`src/rtl/puf_reader.sv`:
```
// puf_reader: sequences one evaluate-and-read pass over a PUF array.
// The array is cleared (puf_reset), allowed to settle (puf_start), then every
// word is fetched in ascending address order and handed out on a
// valid/ready stream. All outputs come straight from flops.
module puf_reader #(
    parameter int ADDR_BITS     = 4,
    parameter int OUT_BITS      = 8,
    parameter int RST_CYCLES    = 4,
    parameter int SETTLE_CYCLES = 16
) (
    input  logic                 clk,
    input  logic                 reset,
    input  logic                 req,
    output logic                 busy,
    output logic                 puf_reset,
    output logic                 puf_start,
    output logic [ADDR_BITS-1:0] puf_addr,
    input  logic [OUT_BITS-1:0]  puf_data,
    output logic                 m_valid,
    input  logic                 m_ready,
    output logic [OUT_BITS-1:0]  m_data,
    output logic                 m_last,
    output logic                 done
);

    localparam logic [2:0] S_IDLE = 3'd0;
    localparam logic [2:0] S_CLR  = 3'd1;
    localparam logic [2:0] S_EVAL = 3'd2;
    localparam logic [2:0] S_WAIT = 3'd3;
    localparam logic [2:0] S_SEND = 3'd4;
    localparam logic [2:0] S_FIN  = 3'd5;

    localparam logic [7:0] RST_LOAD    = 8'(RST_CYCLES);
    localparam logic [7:0] SETTLE_LOAD = 8'(SETTLE_CYCLES);
    // Two cycles from an address change to the capture of its word.
    localparam logic [7:0] WAIT_LOAD   = 8'd2;

    localparam logic [ADDR_BITS-1:0] ADDR_MAX = {ADDR_BITS{1'b1}};
    localparam logic [ADDR_BITS-1:0] ADDR_ONE = ADDR_BITS'(1);

    logic [2:0]           state_q,     state_d;
    logic [7:0]           cnt_q,       cnt_d;
    logic                 busy_q,      busy_d;
    logic                 puf_reset_q, puf_reset_d;
    logic                 puf_start_q, puf_start_d;
    logic [ADDR_BITS-1:0] puf_addr_q,  puf_addr_d;
    logic                 m_valid_q,   m_valid_d;
    logic [OUT_BITS-1:0]  m_data_q,    m_data_d;
    logic                 m_last_q,    m_last_d;
    logic                 done_q,      done_d;

    // Next-state and next-output computation for the pass sequencer.
    always_comb begin
        state_d     = state_q;
        cnt_d       = cnt_q;
        busy_d      = busy_q;
        puf_reset_d = puf_reset_q;
        puf_start_d = puf_start_q;
        puf_addr_d  = puf_addr_q;
        m_valid_d   = m_valid_q;
        m_data_d    = m_data_q;
        m_last_d    = m_last_q;
        done_d      = 1'b0;

        case (state_q)
            S_IDLE: begin
                busy_d     = 1'b0;
                puf_addr_d = '0;
                // done_q high means this is the done cycle: a req here is dropped.
                if (req && !done_q) begin
                    state_d     = S_CLR;
                    cnt_d       = RST_LOAD;
                    busy_d      = 1'b1;
                    puf_reset_d = 1'b1;
                end else begin
                    state_d = S_IDLE;
                end
            end
            S_CLR: begin
                if (cnt_q <= 8'd1) begin
                    state_d     = S_EVAL;
                    cnt_d       = SETTLE_LOAD;
                    puf_reset_d = 1'b0;
                    puf_start_d = 1'b1;
                end else begin
                    cnt_d = cnt_q - 8'd1;
                end
            end
            S_EVAL: begin
                if (cnt_q <= 8'd1) begin
                    state_d     = S_WAIT;
                    cnt_d       = WAIT_LOAD;
                    puf_start_d = 1'b0;
                    puf_addr_d  = '0;
                end else begin
                    cnt_d = cnt_q - 8'd1;
                end
            end
            S_WAIT: begin
                if (cnt_q <= 8'd1) begin
                    state_d   = S_SEND;
                    cnt_d     = 8'd0;
                    m_data_d  = puf_data;
                    m_valid_d = 1'b1;
                    m_last_d  = (puf_addr_q == ADDR_MAX);
                end else begin
                    cnt_d = cnt_q - 8'd1;
                end
            end
            S_SEND: begin
                // Word, last flag and address are frozen until accepted.
                if (m_ready) begin
                    m_valid_d = 1'b0;
                    m_last_d  = 1'b0;
                    if (puf_addr_q == ADDR_MAX) begin
                        state_d = S_FIN;
                        cnt_d   = 8'd0;
                    end else begin
                        state_d    = S_WAIT;
                        cnt_d      = WAIT_LOAD;
                        puf_addr_d = puf_addr_q + ADDR_ONE;
                    end
                end else begin
                    state_d = S_SEND;
                end
            end
            S_FIN: begin
                // busy stays up through the done cycle and drops in IDLE.
                state_d    = S_IDLE;
                done_d     = 1'b1;
                puf_addr_d = '0;
            end
            default: begin
                state_d     = S_IDLE;
                cnt_d       = 8'd0;
                busy_d      = 1'b0;
                puf_reset_d = 1'b0;
                puf_start_d = 1'b0;
                puf_addr_d  = '0;
                m_valid_d   = 1'b0;
                m_last_d    = 1'b0;
            end
        endcase
    end

    // State and output registers with asynchronous clear.
    always_ff @(posedge clk or posedge reset) begin
        if (reset) begin
            state_q     <= S_IDLE;
            cnt_q       <= 8'd0;
            busy_q      <= 1'b0;
            puf_reset_q <= 1'b0;
            puf_start_q <= 1'b0;
            puf_addr_q  <= '0;
            m_valid_q   <= 1'b0;
            m_data_q    <= '0;
            m_last_q    <= 1'b0;
            done_q      <= 1'b0;
        end else begin
            state_q     <= state_d;
            cnt_q       <= cnt_d;
            busy_q      <= busy_d;
            puf_reset_q <= puf_reset_d;
            puf_start_q <= puf_start_d;
            puf_addr_q  <= puf_addr_d;
            m_valid_q   <= m_valid_d;
            m_data_q    <= m_data_d;
            m_last_q    <= m_last_d;
            done_q      <= done_d;
        end
    end

    assign busy      = busy_q;
    assign puf_reset = puf_reset_q;
    assign puf_start = puf_start_q;
    assign puf_addr  = puf_addr_q;
    assign m_valid   = m_valid_q;
    assign m_data    = m_data_q;
    assign m_last    = m_last_q;
    assign done      = done_q;

endmodule
```
`config.mk`:
```
export PLATFORM = sky130hd
export DESIGN_NAME = puf_reader
export DESIGN_NICKNAME = d
export VERILOG_FILES = /design/src/rtl/puf_reader.sv
export SDC_FILE = /design/constraint.sdc
export NUM_CORES = 1
export LEC_CHECK = 0
export ABC_CLOCK_PERIOD_IN_PS = 4350
export BUFFER_PORTS_ARGS = -buffer_cell sky130_fd_sc_hd__buf_2
export CORE_ASPECT_RATIO = 1.2
export CORE_UTILIZATION = 35
export CTS_CLUSTER_DIAMETER = 40
export DETAILED_ROUTE_END_ITERATION = 10
export PLACE_DENSITY = 0.58
export SYNTH_ARGS = -nofsm -noshare
export SYNTH_HDL_FRONTEND = slang
export SYNTH_SLANG_ARGS = --single-unit
```
`constraint.sdc`:
```
create_clock -name clk -period 4.35 [get_ports clk]
set_input_delay 0.87 -clock clk [delete_from_list [all_inputs] [get_ports clk]]
set_output_delay 0.87 -clock clk [all_outputs]
set_load 0.02 [all_outputs]
```
==> results.md <==
* Status: finished, final reports clean
* Setup_tns at 0 ns
* YS warnings at 0
* Num ports at 30
* CP endpoint kind: flop
* Top_reg_cell synth: dfrtp_1
* Post-synth EDFFs at 0
* Yosys top cell area share at between 40% and 50%
* Max VDD drop at approximately 0.00027 V
* Worst hold-check path type: flop to flop
* Postcts setup bufs at 0
* Cell Rows at 26
* PortBufs at 29
* CP bufs+invs at 0
* Critical path cell sequence: nor3_1 -> nand4_2 -> nor2_4 -> mux2_2
* Worst slew pin tran at 1.10 ns
* Period utilization at ~49%
* Vias/cell at 5.41
* RSZ-0062 raised after global routing: no
* Max frequency at between 0.4 and 0.5 GHz
* Number of hold violations in the final report at 0
* Initial antenna violation count at 0
* Clock sink count at 29
* Final setup viols at 0
* Seq/Total Area, Yosys at 46.9%
* Synth Instances at roughly 150
* CTS buffer count at 5
* Vias at about 1300
* Slew HR at about a quarter
* CP Launch Type: flop
* CP Max Fanout at 10
* DRC Markers at 0
* Initial DRC count at 49
* Mapped Area at between 1500 and 2000 um2
* DIE AREA at around 4700 um2
* All-Layer GR Usage at roughly 16%
* Placed Area at 1740 um2
* Wirelength per Cell at between 10 and 15 um
* Power Total at between 1 and 1.5 mW
* H-tree levels at 2
* Routed WL at between 3000 and 4000 um
* TritonRoute pass-1 iters at 4
* Synthesized area per cell at 10.2 um2
* Slowest stage delay, CP at approximately 0.56 ns
* Net count, final at approximately 200
* Final core utilization at between 40% and 50%
* CP max-delay cell: nor3_1
* Final Critical Period at between 2 and 2.5 ns
* CTS Buffer Depth at 2
* Pwr dens at around 730 nW/um2
* Global-route wire length before repair at 5950 um
* Post-cts hold buffer count at 0
* Final HPWL DP at between 2000 and 3000 um
* Arrival @ worst endpoint at around 2.3 ns
* Yosys cell types at between 40 and 50
* CTS tree: built
* Post-synthesis register bit count at 29
* Die height at roughly 75 um
* Post-CTS Resized at 0
* Leading area contributor after synthesis: dfrtp_1
* Vias in the first global route at 1341
* Pleak at 0.872 nW
* ANT nets after route at 0
* Top cells by area, synth: dfrtp_1 (47%), mux2_2 (5.8%), ha_1 (3.2%)
* Fraction of registers with async set/reset at 100%
* Antenna cells at 0
* Clock Latency Late Sink at about 0.28 ns
* Gpl congestion at around 0.84
* Core Footprint at between 4000 and 5000 um2
* Chip width at about 63 um
* CP Class: flop to flop
* Maxcap violations at 0
* Clock slew at reported path FFs at 0.07 ns
* Initial core utilization at 36.3%
* Mapped Nets at between 150 and 200
* Area growth syn-to-layout at 20.0%
* Critical Path RT at about 4.5 ns
* Slew Limit Fails at 0
* Remaining global-route overflow at 0
* Layout cell share with drive strength beyond 1 at between 20% and 30%
* Root Buffer: clkbuf_8
* Final instance area at ~1900 um2
* Top delay family on crit path: simple AND/OR/NAND/NOR gates
* Clock skew at ~0.0060 ns
* Largest net degree at the start of global routing at 30
-- power by group --
part | total (mW) | switching, mW | internal, mW
sequential | 0.467 | 0.102 | 0.365
combinational | 0.601 | 0.349 | 0.252
clock | 0.281 | 0.110 | 0.171
total | 1.35 | 0.561 | 0.788
-- stage by stage --
step / hold slack [ns] / cells / worst slack, ns
after floorplan: 0.458 / 151 / 2.46
after global placement: 0.470 / 231 / 2.26
after detailed placement: 0.469 / 231 / 2.15
after CTS: 0.485 / 239 / 2.24
after global routing: 0.513 / 239 / 2.04
final: 0.480 / 239 / 2.24
-- cell type report --
class,instances,area (um2)
Timing Repair Buffer,29,145
Clock inverter,3,46.3
Sequential cell,29,726
Tap cell,56,70.1
Inverter,10,37.5
Multi-Input combinational cell,107,762
Fill cell,415,2410
Clock buffer,5,68.8
-- final timing paths --
kind | cells past startpoint | endpoint | startpoint | slack (ns)
worst max-delay path | 4 | m_data[2] | cnt_q[6] | 2.24
worst min-delay path | 1 | m_valid | m_valid | 0.48
worst max register to register | 4 | m_data[2] | cnt_q[6] | 2.24
worst min register to register | 1 | m_valid | m_valid | 0.48
max in group asynchronous | 2 | puf_addr[0] | reset | 2.82
min in group asynchronous | 2 | cnt_q[1] | reset | 0.86
-- cells in the mapped netlist, types with 2 or more instances --
cell type,instances
mux2_2,8
dfrtp_1,29
clkbuf_1,2
xnor2_1,2
o21ai_0,8
nand2b_1,6
or3_1,2
or4_1,3
or2_2,2
o31ai_1,5
nor3_1,5
nand3_1,6
a21oi_1,8
and3_1,4
inv_1,10
nor2_1,6
nand2_1,4
buf_2,2
ha_1,4
a21o_1,2
o22ai_1,4
o2bb2ai_1,4
o211ai_1,2
-- cell families (layout without fill, tap and decap cells) --
kind of cell | count (synthesis) | after routing | share of synthesized area (%)
xor+xnor | 2 | 2 | 1.13
flops | 29 | 29 | 46.9
mux | 9 | 9 | 6.47
buf+inv | 15 | 47 | 3.80
simple gates | 45 | 45 | 17.2
compound gates | 47 | 47 | 21.2
fa+ha+maj | 4 | 4 | 3.24
-- metal layers --
layer | vias up | track usage [%] | wire length, um
met5 | - | 0 | 0
met4 | 0 | 8.79 | 28
met3 | 4 | 4.55 | 140
met2 | 35 | 29.8 | 1860
met1 | 629 | 17.8 | 1430
li1 | 626 | - | -
-- worst register-to-register path: cells and delay by family, from the launching register on --
kind / cells / cell delay, ns
simple gates: 3 / 1.21
flops: 1 / 0.41
mux: 1 / 0.37
-- sequential cells by signal, indices dropped and copies added (netlist names) --
| signal | flops |
|---|---|
| busy | 1 |
| cnt_q | 8 |
| done | 1 |
| m_data | 8 |
| m_last | 1 |
| m_valid | 1 |
| puf_addr | 4 |
| puf_reset | 1 |
| puf_start | 1 |
| state_q | 3 |
-- placed cells by master, fill, tap and decap left out, drive strengths merged, types with 5 or more instances in the layout --
master	n
dfrtp	29
buf	29
inv	10
o21ai	8
a21oi	8
mux2	8
nor2	7
nand3	6
nand2b	6
nor3	5
o31ai	5
clkbuf	5
Power figures use the tool's default switching activity.
